==> src/rtl/onehot_select_sequencer.sv <==
// Registered one-hot select generator: loads an index on demand or scans it up/down
// at a programmable rate, with out-of-range load rejection and wrap reporting.
module onehot_select_sequencer #(
  parameter int SEL_W = 3,
  parameter int OUT_N = 8,
  parameter int DIV_W = 8
) (
  input  logic             clk,
  input  logic             rst,
  input  logic             en,
  input  logic [1:0]       mode,
  input  logic             load,
  input  logic [SEL_W-1:0] sel_in,
  input  logic [DIV_W-1:0] div,
  output logic [OUT_N-1:0] y,
  output logic [SEL_W-1:0] idx,
  output logic             valid,
  output logic             err,
  output logic             wrap
);

  typedef enum logic [1:0] {
    MODE_HOLD      = 2'b00,
    MODE_DECODE    = 2'b01,
    MODE_SCAN_UP   = 2'b10,
    MODE_SCAN_DOWN = 2'b11
  } mode_e;

  localparam logic [SEL_W:0]   LIMIT = (SEL_W+1)'(OUT_N);
  localparam logic [SEL_W-1:0] LAST  = SEL_W'(OUT_N - 1);
  localparam logic [OUT_N-1:0] ONE   = OUT_N'(1);

  mode_e            mode_cur, mode_q, mode_d;
  logic [SEL_W-1:0] idx_q, idx_d;
  logic             valid_q, valid_d;
  logic [DIV_W-1:0] cnt_q, cnt_d;
  logic             err_q, err_d;
  logic             wrap_q, wrap_d;
  logic [OUT_N-1:0] y_q, y_d;
  logic             tick;

  assign mode_cur = mode_e'(mode);

  always_ff @(posedge clk or posedge rst) begin
    if (rst) begin
      mode_q  <= MODE_HOLD;
      idx_q   <= '0;
      valid_q <= 1'b0;
      cnt_q   <= '0;
      err_q   <= 1'b0;
      wrap_q  <= 1'b0;
      y_q     <= '0;
    end else begin
      mode_q  <= mode_d;
      idx_q   <= idx_d;
      valid_q <= valid_d;
      cnt_q   <= cnt_d;
      err_q   <= err_d;
      wrap_q  <= wrap_d;
      y_q     <= y_d;
    end
  end

  always_comb begin
    mode_d  = mode_q;
    idx_d   = idx_q;
    valid_d = valid_q;
    cnt_d   = cnt_q;
    err_d   = 1'b0;
    wrap_d  = 1'b0;
    tick    = 1'b0;

    if (en) begin
      mode_d = mode_cur;
      // Priority: load beats tick; a mode change suppresses the tick and restarts the count.
      if (mode_cur == MODE_HOLD) begin
        cnt_d = '0;
      end else if (load) begin
        cnt_d = '0;
        if ({1'b0, sel_in} < LIMIT) begin
          idx_d   = sel_in;
          valid_d = 1'b1;
        end else begin
          valid_d = 1'b0;
          err_d   = 1'b1;
        end
      end else if (mode_cur == MODE_DECODE || mode_cur != mode_q) begin
        cnt_d = '0;
      end else if (cnt_q == div) begin
        cnt_d = '0;
        tick  = 1'b1;
      end else begin
        cnt_d = cnt_q + DIV_W'(1);
      end

      // Stepping wraps at OUT_N, not at the natural width of idx.
      if (tick) begin
        valid_d = 1'b1;
        if (!valid_q) begin
          idx_d = (mode_cur == MODE_SCAN_UP) ? '0 : LAST;
        end else if (mode_cur == MODE_SCAN_UP) begin
          if (idx_q == LAST) begin
            idx_d  = '0;
            wrap_d = 1'b1;
          end else begin
            idx_d = idx_q + SEL_W'(1);
          end
        end else begin
          if (idx_q == '0) begin
            idx_d  = LAST;
            wrap_d = 1'b1;
          end else begin
            idx_d = idx_q - SEL_W'(1);
          end
        end
      end
    end

    y_d = valid_d ? (ONE << idx_d) : '0;
  end

  assign y     = y_q;
  assign idx   = idx_q;
  assign valid = valid_q;
  assign err   = err_q;
  assign wrap  = wrap_q;

endmodule

==> config.mk <==
export PLATFORM = sky130hd
export DESIGN_NAME = onehot_select_sequencer
export DESIGN_NICKNAME = d
export VERILOG_FILES = /design/src/rtl/onehot_select_sequencer.sv
export SDC_FILE = /design/constraint.sdc
export NUM_CORES = 1
export LEC_CHECK = 0
export BUFFER_PORTS_ARGS = -buffer_cell sky130_fd_sc_hd__buf_2
export CORE_ASPECT_RATIO = 0.9
export CORE_MARGIN = 2
export CORE_UTILIZATION = 47
export CTS_CLUSTER_DIAMETER = 100
export DETAILED_ROUTE_END_ITERATION = 16
export GPL_ROUTABILITY_DRIVEN = 0
export PLACE_DENSITY = 0.77
export SETUP_SLACK_MARGIN = 0.1
export SYNTH_ARGS = -nofsm -noshare
export SYNTH_HDL_FRONTEND = slang
export SYNTH_SLANG_ARGS = --single-unit
==> constraint.sdc <==
create_clock -name clk -period 1.8 [get_ports clk]
set_input_delay 0.09 -clock clk [delete_from_list [all_inputs] [get_ports clk]]
set_output_delay 0.09 -clock clk [all_outputs]
set_load 0.01 [all_outputs]
==> results of run 1 <==
[repair_timing]
item / in CTS / in global routing
pin swaps: 8 / 4
hold endpoints to repair: 13 / 0
setup buffers: 4 / 1
gates resized for setup: 18 / 9
setup endpoints to repair: 15 / 16
hold buffers: 1 / 0
[synthesized netlist by cell type, types with 2 or more instances]
library cell	number	area share
a21o_1	2	0.011
a211oi_1	2	0.011
nor4_4	2	0.032
nor4_1	2	0.0094
a21oi_1	4	0.015
and3_2	2	0.011
xnor2_1	2	0.013
nor2b_1	5	0.024
mux2_2	2	0.017
o21ai_0	9	0.034
a22o_1	4	0.026
nand2_1	5	0.014
and3_1	4	0.019
ha_1	5	0.047
xor2_1	8	0.053
nor3_1	9	0.034
inv_1	9	0.025
nor2_1	4	0.011
dfrtp_1	23	0.43
[report_power, final]
| group | internal, mW | total [mW] | switching [mW] | leakage, nW |
|---|---|---|---|---|
| clock | 0.0830 | 0.232 | 0.149 | 0.0177 |
| combinational | 0.173 | 0.376 | 0.203 | 0.594 |
| sequential | 0.554 | 0.575 | 0.0219 | 0.296 |
| total | 0.809 | 1.18 | 0.374 | 0.907 |
[final cells by class]
cell class | instances | area (sq um) | share of cell area
sequential | 23 | 579.3 | 0.3103
timing repair buffer | 51 | 324.1 | 0.1736
tap | 40 | 50.05 | 0.02681
inverter | 10 | 42.54 | 0.02279
clock buffer | 3 | 22.52 | 0.01206
multi-input combinational | 91 | 843.3 | 0.4517
clock inverter | 1 | 5.005 | 0.002681
[worst paths after layout]
| check | cells after the start | start | slack, ns | end |
|---|---|---|---|---|
| max | 6 | cnt_q[3] | -0.15 | y[2] |
| min reg2reg | 1 | mode_q[1] | 0.52 | mode_q[1] |
| max in group asynchronous | 4 | rst | 0.94 | cnt_q[3] |
| min | 2 | mode[1] | 0.10 | mode_q[1] |
| max reg2reg | 6 | cnt_q[3] | -0.15 | y[2] |
| min in group asynchronous | 3 | rst | 0.32 | idx[1] |
[worst reg2reg max path: stages, from the launching register on]
cell	delay, ns
dfrtp_2	0.46
xor2_4	0.18
nor4_4	0.35
a31oi_4	0.16
a221oi_4	0.38
inv_4	0.10
nor3_2	0.23
[per-stage QoR]
step	TNS (ns)	utilization	total power [mW]	setup slack [ns]
3_3_place_gp	-0.3678	0.6120	0.8872	-0.09623
4_1_cts	-0.7283	0.6648	1.167	-0.09335
5_1_grt	-1.709	0.6850	1.259	-0.2044
3_5_place_dp	-1.207	0.6120	0.8980	-0.1462
2_1_floorplan	-0.003537	-	0.7782	-0.0009140
6_report	-0.9824	0.6850	1.183	-0.1526
[sequential cells by signal, indices dropped and copies added (netlist names)]
name    flops
mode_q      2
idx         3
valid       1
cnt_q       8
wrap        1
y           8
[metal layers]
metal	wire length [um]	vias up	share of wire
met5	0	-	0
li1	-	555	-
met4	46	0	0.015
met3	159	6	0.051
met1	1252	551	0.40
met2	1666	43	0.53
[cell families after synthesis]
family,Yosys count,synth area share
AOI/OAI and AO/OA,32,0.1968
xor gates and xnor gates,10,0.06592
and+or+nand+nor,40,0.1911
buffers and inverters,12,0.03861
muxes,3,0.02448
other,1,0.002822
adders and majority gates,5,0.04708
DFF,23,0.4331
[layout by cell type (no fill, tap or decap), types with 2 or more instances in the layout]
cell and instances:
inv_4 2, nand2_1 5, and3_2 2, a22o_1 4, nor2_1 4, nor3_2 5
a21o_2 2, nor4_4 3, nor2b_1 5, inv_2 2, buf_2 29, o21ai_0 5
o21ai_1 4, nor3_1 4, mux2_2 2, and3_1 4, xor2_2 6, xnor2_1 2
a21oi_1 4, dfrtp_2 3, buf_6 3, inv_1 6, clkbuf_4 3, ha_1 4
buf_4 18, dfrtp_1 20
==> flow_summary_export.csv, run 1 <==
group,metric,value,unit
die,dieHeight,54.44,um
grt,antenna_found_initial,0,
final_layout,antenna_cells,0,
die,io_pins,31,
placed_design,place_area,1668,sq um
clock_tree,cts_max_level,1,
setup_path,crit_required,2.02,ns
setup_path,crit_buf_inv,1,
setup_path,slowest_delay,0.46,ns
die,initial_utilization,0.4876,
clock_tree,cts_tree,"built",
clock_tree,cts.sinks,23,
die,coreArea,2725,sq um
sta,setup_viol,10,
final_layout,final_cell_area,1867,sq um
synth,synth_edf_count,0,
sta,max_clock_freq,0.5121,GHz
route,num_vias,1155,
placed_design,hpwl,2.302,mm
sta,fin_skew,0.005037,ns
grt,grt_max_degree,15,
final_layout,area_growth,40.49,%
synth,synth_cells,126,
final_layout,fin_nets,202,
synth,yosys_most_used_dff,"dfrtp_1",
clock_tree,insertion_delay,0.31,ns
setup_path,critPathSlowestCell,"dfrtp_2",
sta,fin_crit,1.953,ns
synth,yosysSeqAreaShare,0.4331,
route,detail_route.first_pass.iterations,5,
synth,syn_area_per_cell,10.55,sq um
setup_path,arrival,2.17,ns
grt,grt_use_met3,0.04728,
setup_path,worstPathCellList,"xor2_4, nor4_4, a31oi_4, a221oi_4, inv_4, nor3_2",
setup_path,start_kind,"flip-flop",
route,wl_per_cell,14.26,um
grt,grt_use_total,0.2057,
grt,gr-usage-met1,0.2273,
grt,busiest_layer,"met2",
final_layout,final_cells,219,
synth,syn-cell-area,1329,sq um
synth,synth_nets,148,
setup_path,end_kind,"flip-flop",
route,post-route-drc-count,0,
placed_design,io_buffers,29,
power_and_ir_drop,power_density,633.9,nW/um^2
sta,hold_slack,0.1026,ns
grt,grt_pass1_wl,4.988,mm
synth,synth_seq_cells,23,
setup_path,crit_type,"reg -> reg",
clock_tree,clk_pin_slew,0.12,ns
power_and_ir_drop,max-vdd-ir-drop,0.5019,mV
grt,grt-ovfl-total,0,
worst_hold_path,hold_class,"in -> reg",
synth,yosys_warnings,0,
clock_tree,clock_tree.buffer_depth,2,
sta,finalHoldViolCount,0,
grt,grt_pass1_vias,1171,
outcome,failed_checks,"negative setup slack",
synth,ys_async_sr_fraction,1.000,
die,fp.dieArea,3269,sq um
placed_design,place_inst,210,
power_and_ir_drop,p_leak,0.9075,nW
clock_tree,clockRootBuffer,"clkbuf_4",
sta,timing.final.crit_share,1.085,
route,drtIter0Drc,41,
final_layout,fill_cells,209,
route,routed_wl,3.124,mm
route,via_per_inst,5.274,
sta,drv_slew,0,
setup_path,crit_fanout,5,
grt,met2_usage,0.3877,
sta,setup_ws,-0.1526,ns
die,num_rows,18,
job,maxCapViolations,0,
synth,yosysUniqueCellTypes,42,
setup_path,critPathTopFamily,"simple AND/OR/NAND/NOR gates",
die,die_x,60.05,um
final_layout,drive_gt1_frac,0.5084,
clock_tree,cts_buffers,3,
outcome,status,"finished, violations left",
sta,rsz0062_at_grt,"true",
route,postRouteAntennaNets,0,
(Power assumes the default switching activity.)
==> run 2: changes to the inputs <==
--- a/config.mk
+++ b/config.mk
@@ -5,15 +5,17 @@
 export SDC_FILE = /design/constraint.sdc
 export NUM_CORES = 1
 export LEC_CHECK = 0
+export ABC_AREA = 1
 export BUFFER_PORTS_ARGS = -buffer_cell sky130_fd_sc_hd__buf_2
 export CORE_ASPECT_RATIO = 0.9
 export CORE_MARGIN = 2
-export CORE_UTILIZATION = 47
+export CORE_UTILIZATION = 49
 export CTS_CLUSTER_DIAMETER = 100
 export DETAILED_ROUTE_END_ITERATION = 16
 export GPL_ROUTABILITY_DRIVEN = 0
-export PLACE_DENSITY = 0.77
+export PLACE_DENSITY = 0.78
 export SETUP_SLACK_MARGIN = 0.1
+export SKIP_LAST_GASP = 1
 export SYNTH_ARGS = -nofsm -noshare
 export SYNTH_HDL_FRONTEND = slang
 export SYNTH_SLANG_ARGS = --single-unit
==> run 2 against run 1 <==
- the run now ends clean
- critical path depth is 6 higher
- worst hold slack worse by 0.089 ns
- sequential share of layout area is 0.68 points lower
- final cell count is 27% higher
- critical path type unchanged
- largest power group unchanged
==> flow_summary_export.csv, run 2 <==
group,metric,value,unit
power_and_ir_drop,power_density,616.9,nW/um^2
grt,grt_max_degree,24,
placed_design,pre_cts_ws,0.1611,ns
sta,setup_viol,0,
synth,yosys_warnings,0,
grt,busiest_layer,"met2",
sta,max_clock_freq,0.6145,GHz
grt,grt_pass1_vias,1230,
die,io_pins,31,
route,detail_route.first_pass.iterations,4,
grt,gr-usage-met1,0.2689,
die,num_rows,19,
setup_path,crit_buf_inv,2,
grt,grt_use_total,0.1969,
die,coreArea,3019,sq um
sta,drv_slew,0,
sta,setup_tns,0,ns
worst_hold_path,holdPathStages,3,
job,maxCapViolations,0,
synth,synth_most_common_cell,"nand2_1",
setup_path,end_kind,"flip-flop",
clock_tree,cts_tree,"built",
synth,yosysSeqAreaShare,0.3767,
final_layout,drive_gt1_frac,0.3840,
power_and_ir_drop,p_leak,0.9861,nW
synth,syn-cell-area,1528,sq um
placed_design,hpwl,2.439,mm
synth,synth_nets,220,
setup_path,critPathTopFamily,"simple AND/OR/NAND/NOR gates",
sta,finalHoldViolCount,0,
setup_path,crit_required,2.03,ns
synth,synth_commonest_cells,"nand2_1, inv_1, dfrtp_1",
setup_path,worstPathCellList,"inv_2, nand2_1, nand2_1, nand2_1, nor2_4, nand3_4, nand2_2, nand2_2, nand2_4, inv_4, nand2_2, nor2_1",
final_layout,area_growth,24.41,%
placed_design,io_buffers,29,
grt,grt_use_met3,0.02564,
synth,synth_seq_cells,23,
synth,yosys_most_used_dff,"dfrtp_1",
synth,synth_cells,198,
clock_tree,cts_buffers,3,
setup_path,reg2reg_slack,0.17,ns
sta,fin_crit,1.627,ns
grt,grt_pass1_wl,5.513,mm
sta,setup_ws,0.1726,ns
final_layout,fin_nets,260,
route,num_vias,1377,
route,via_per_inst,4.935,
route,postRouteAntennaNets,0,
setup_path,start_kind,"flip-flop",
synth,synth_top_cell_by_area,"dfrtp_1",
outcome,status,"completed",
final_layout,layout_commonest_cell,"nand2_1",
die,initial_utilization,0.5060,
route,post-route-drc-count,0,
grt,grt-ovfl-total,0,
final_layout,layout_common_cells,"nand2_1, buf_2, dfrtp_1",
power_and_ir_drop,max-vdd-ir-drop,0.5175,mV
setup_path,r2r_start,"cnt_q[0]",
setup_path,crit_fanout,5,
setup_path,critPathSlowestCell,"dfrtp_1",
worst_hold_path,min-delay-start,"mode[1]",
grt,met2_usage,0.3195,
final_layout,antenna_cells,0,
setup_path,ff2ff_path_depth,12,
sta,timing.final.crit_share,0.9041,
die,die_x,62.86,um
route,wl_per_cell,12.38,um
clock_tree,clockRootBuffer,"clkbuf_4",
synth,syn_area_per_cell,7.716,sq um
sta,rsz0062_at_grt,"true",
clock_tree,cts.sinks,23,
clock_tree,clk_pin_slew,0.13,ns
sta,fin_skew,0.002116,ns
clock_tree,insertion_delay,0.32,ns
synth,yosys.area.top_type_share,0.3767,
worst_hold_path,hold_class,"in -> reg",
die,dieHeight,56.97,um
clock_tree,cts_max_level,1,
grt,antenna_found_initial,0,
worst_hold_path,min_to,"mode_q[1]",
route,routed_wl,3.454,mm
synth,yosysUniqueCellTypes,32,
setup_path,r2r-end,"y[7]",
clock_tree,clock_tree.buffer_depth,2,
synth,synth_edf_count,0,
route,drtIter0Drc,51,
setup_path,arrival,1.86,ns
synth,synthTopCellsByArea,"dfrtp_1, nand2_1, inv_1",
setup_path,slowest_delay,0.45,ns
die,fp.dieArea,3581,sq um
setup_path,crit_type,"reg -> reg",
synth,ys_async_sr_fraction,1.000,
==> run 2: changes by cell type after synthesis, sizes merged, moves of 6 or more <==
cell   delta
nor3      -8
nand3    +12
inv      +20
nand2    +62
nor2     +17
and3      -6
==> run 2: final cells by class <==
type / instances / area [sq um]
multi-input combinational: 141 / 909.6
timing repair buffer: 37 / 211.5
inverter: 32 / 123.9
sequential: 23 / 576.8
fill: 289 / 1119
tap: 42 / 52.55
clock buffer: 4 / 26.28
==> run 2: per-layer routing <==
| layer | up-vias | share of wire |
|---|---|---|
| li1 | 698 | - |
| met1 | 633 | 0.45 |
| met2 | 40 | 0.48 |
| met3 | 6 | 0.053 |
| met4 | 0 | 0.018 |
| met5 | - | 0 |
==> run 2: through the flow <==
stage          std cells  power, mW    util  instance area [sq um]  hold WS, ns
2_1_floorplan        198     0.7832       -                   1528      0.09192
3_3_place_gp         270     0.8695  0.5748                   1735       0.1453
3_5_place_dp         270     0.8738  0.5748                   1735       0.1464
4_1_cts              275      1.126  0.5868                   1772     0.006982
5_1_grt              279      1.241  0.6295                   1901     0.004519
6_report             279      1.172  0.6295                   1901      0.01355
==> run 2: how the worst max path moves through the flow <==
stage	start	to	slack, ns	cells past startpoint
2_1_floorplan	idx[0]	y[4]	0.26	10
3_3_place_gp	idx[0]	y[4]	0.18	10
3_5_place_dp	idx[0]	y[0]	0.16	10
4_1_cts	idx[0]	y[4]	0.15	10
5_1_grt	cnt_q[4]	y[2]	0.04	12
6_report	cnt_q[0]	y[7]	0.17	12
==> run 2: power breakdown <==
| part | leakage, nW | switching (mW) | total (mW) | internal [mW] |
|---|---|---|---|---|
| combinational | 0.670 | 0.208 | 0.345 | 0.137 |
| sequential | 0.301 | 0.0246 | 0.573 | 0.549 |
| clock | 0.0150 | 0.167 | 0.254 | 0.0868 |
| total | 0.986 | 0.400 | 1.17 | 0.773 |
==> run 2: kinds of logic (layout without fill, tap and decap cells) <==
kind of cell / after synthesis / in the layout / synth area share
AND/OR/NAND/NOR: 108 / 108 / 0.3661
XOR/XNOR: 9 / 9 / 0.05652
AO/OA/AOI/OAI: 18 / 18 / 0.06962
other: 1 / 1 / 0.002455
buffers and inverters: 34 / 73 / 0.08762
flip-flops: 23 / 23 / 0.3767
adder cells (fa/ha/maj): 5 / 5 / 0.04095
==> run 2: tightest hold or removal path, stage by stage <==
cell and delay (ns):
buf_2 0.12, nand2_1 0.05, nand2_1 0.05
==> run 2: repair_timing <==
item / in CTS / in global routing
endpoints found under the setup margin: 0 / 9
hold endpoints to repair: 23 / 0
resized for setup: 0 / 31
setup buffers: 0 / 4
hold buffers: 1 / 0
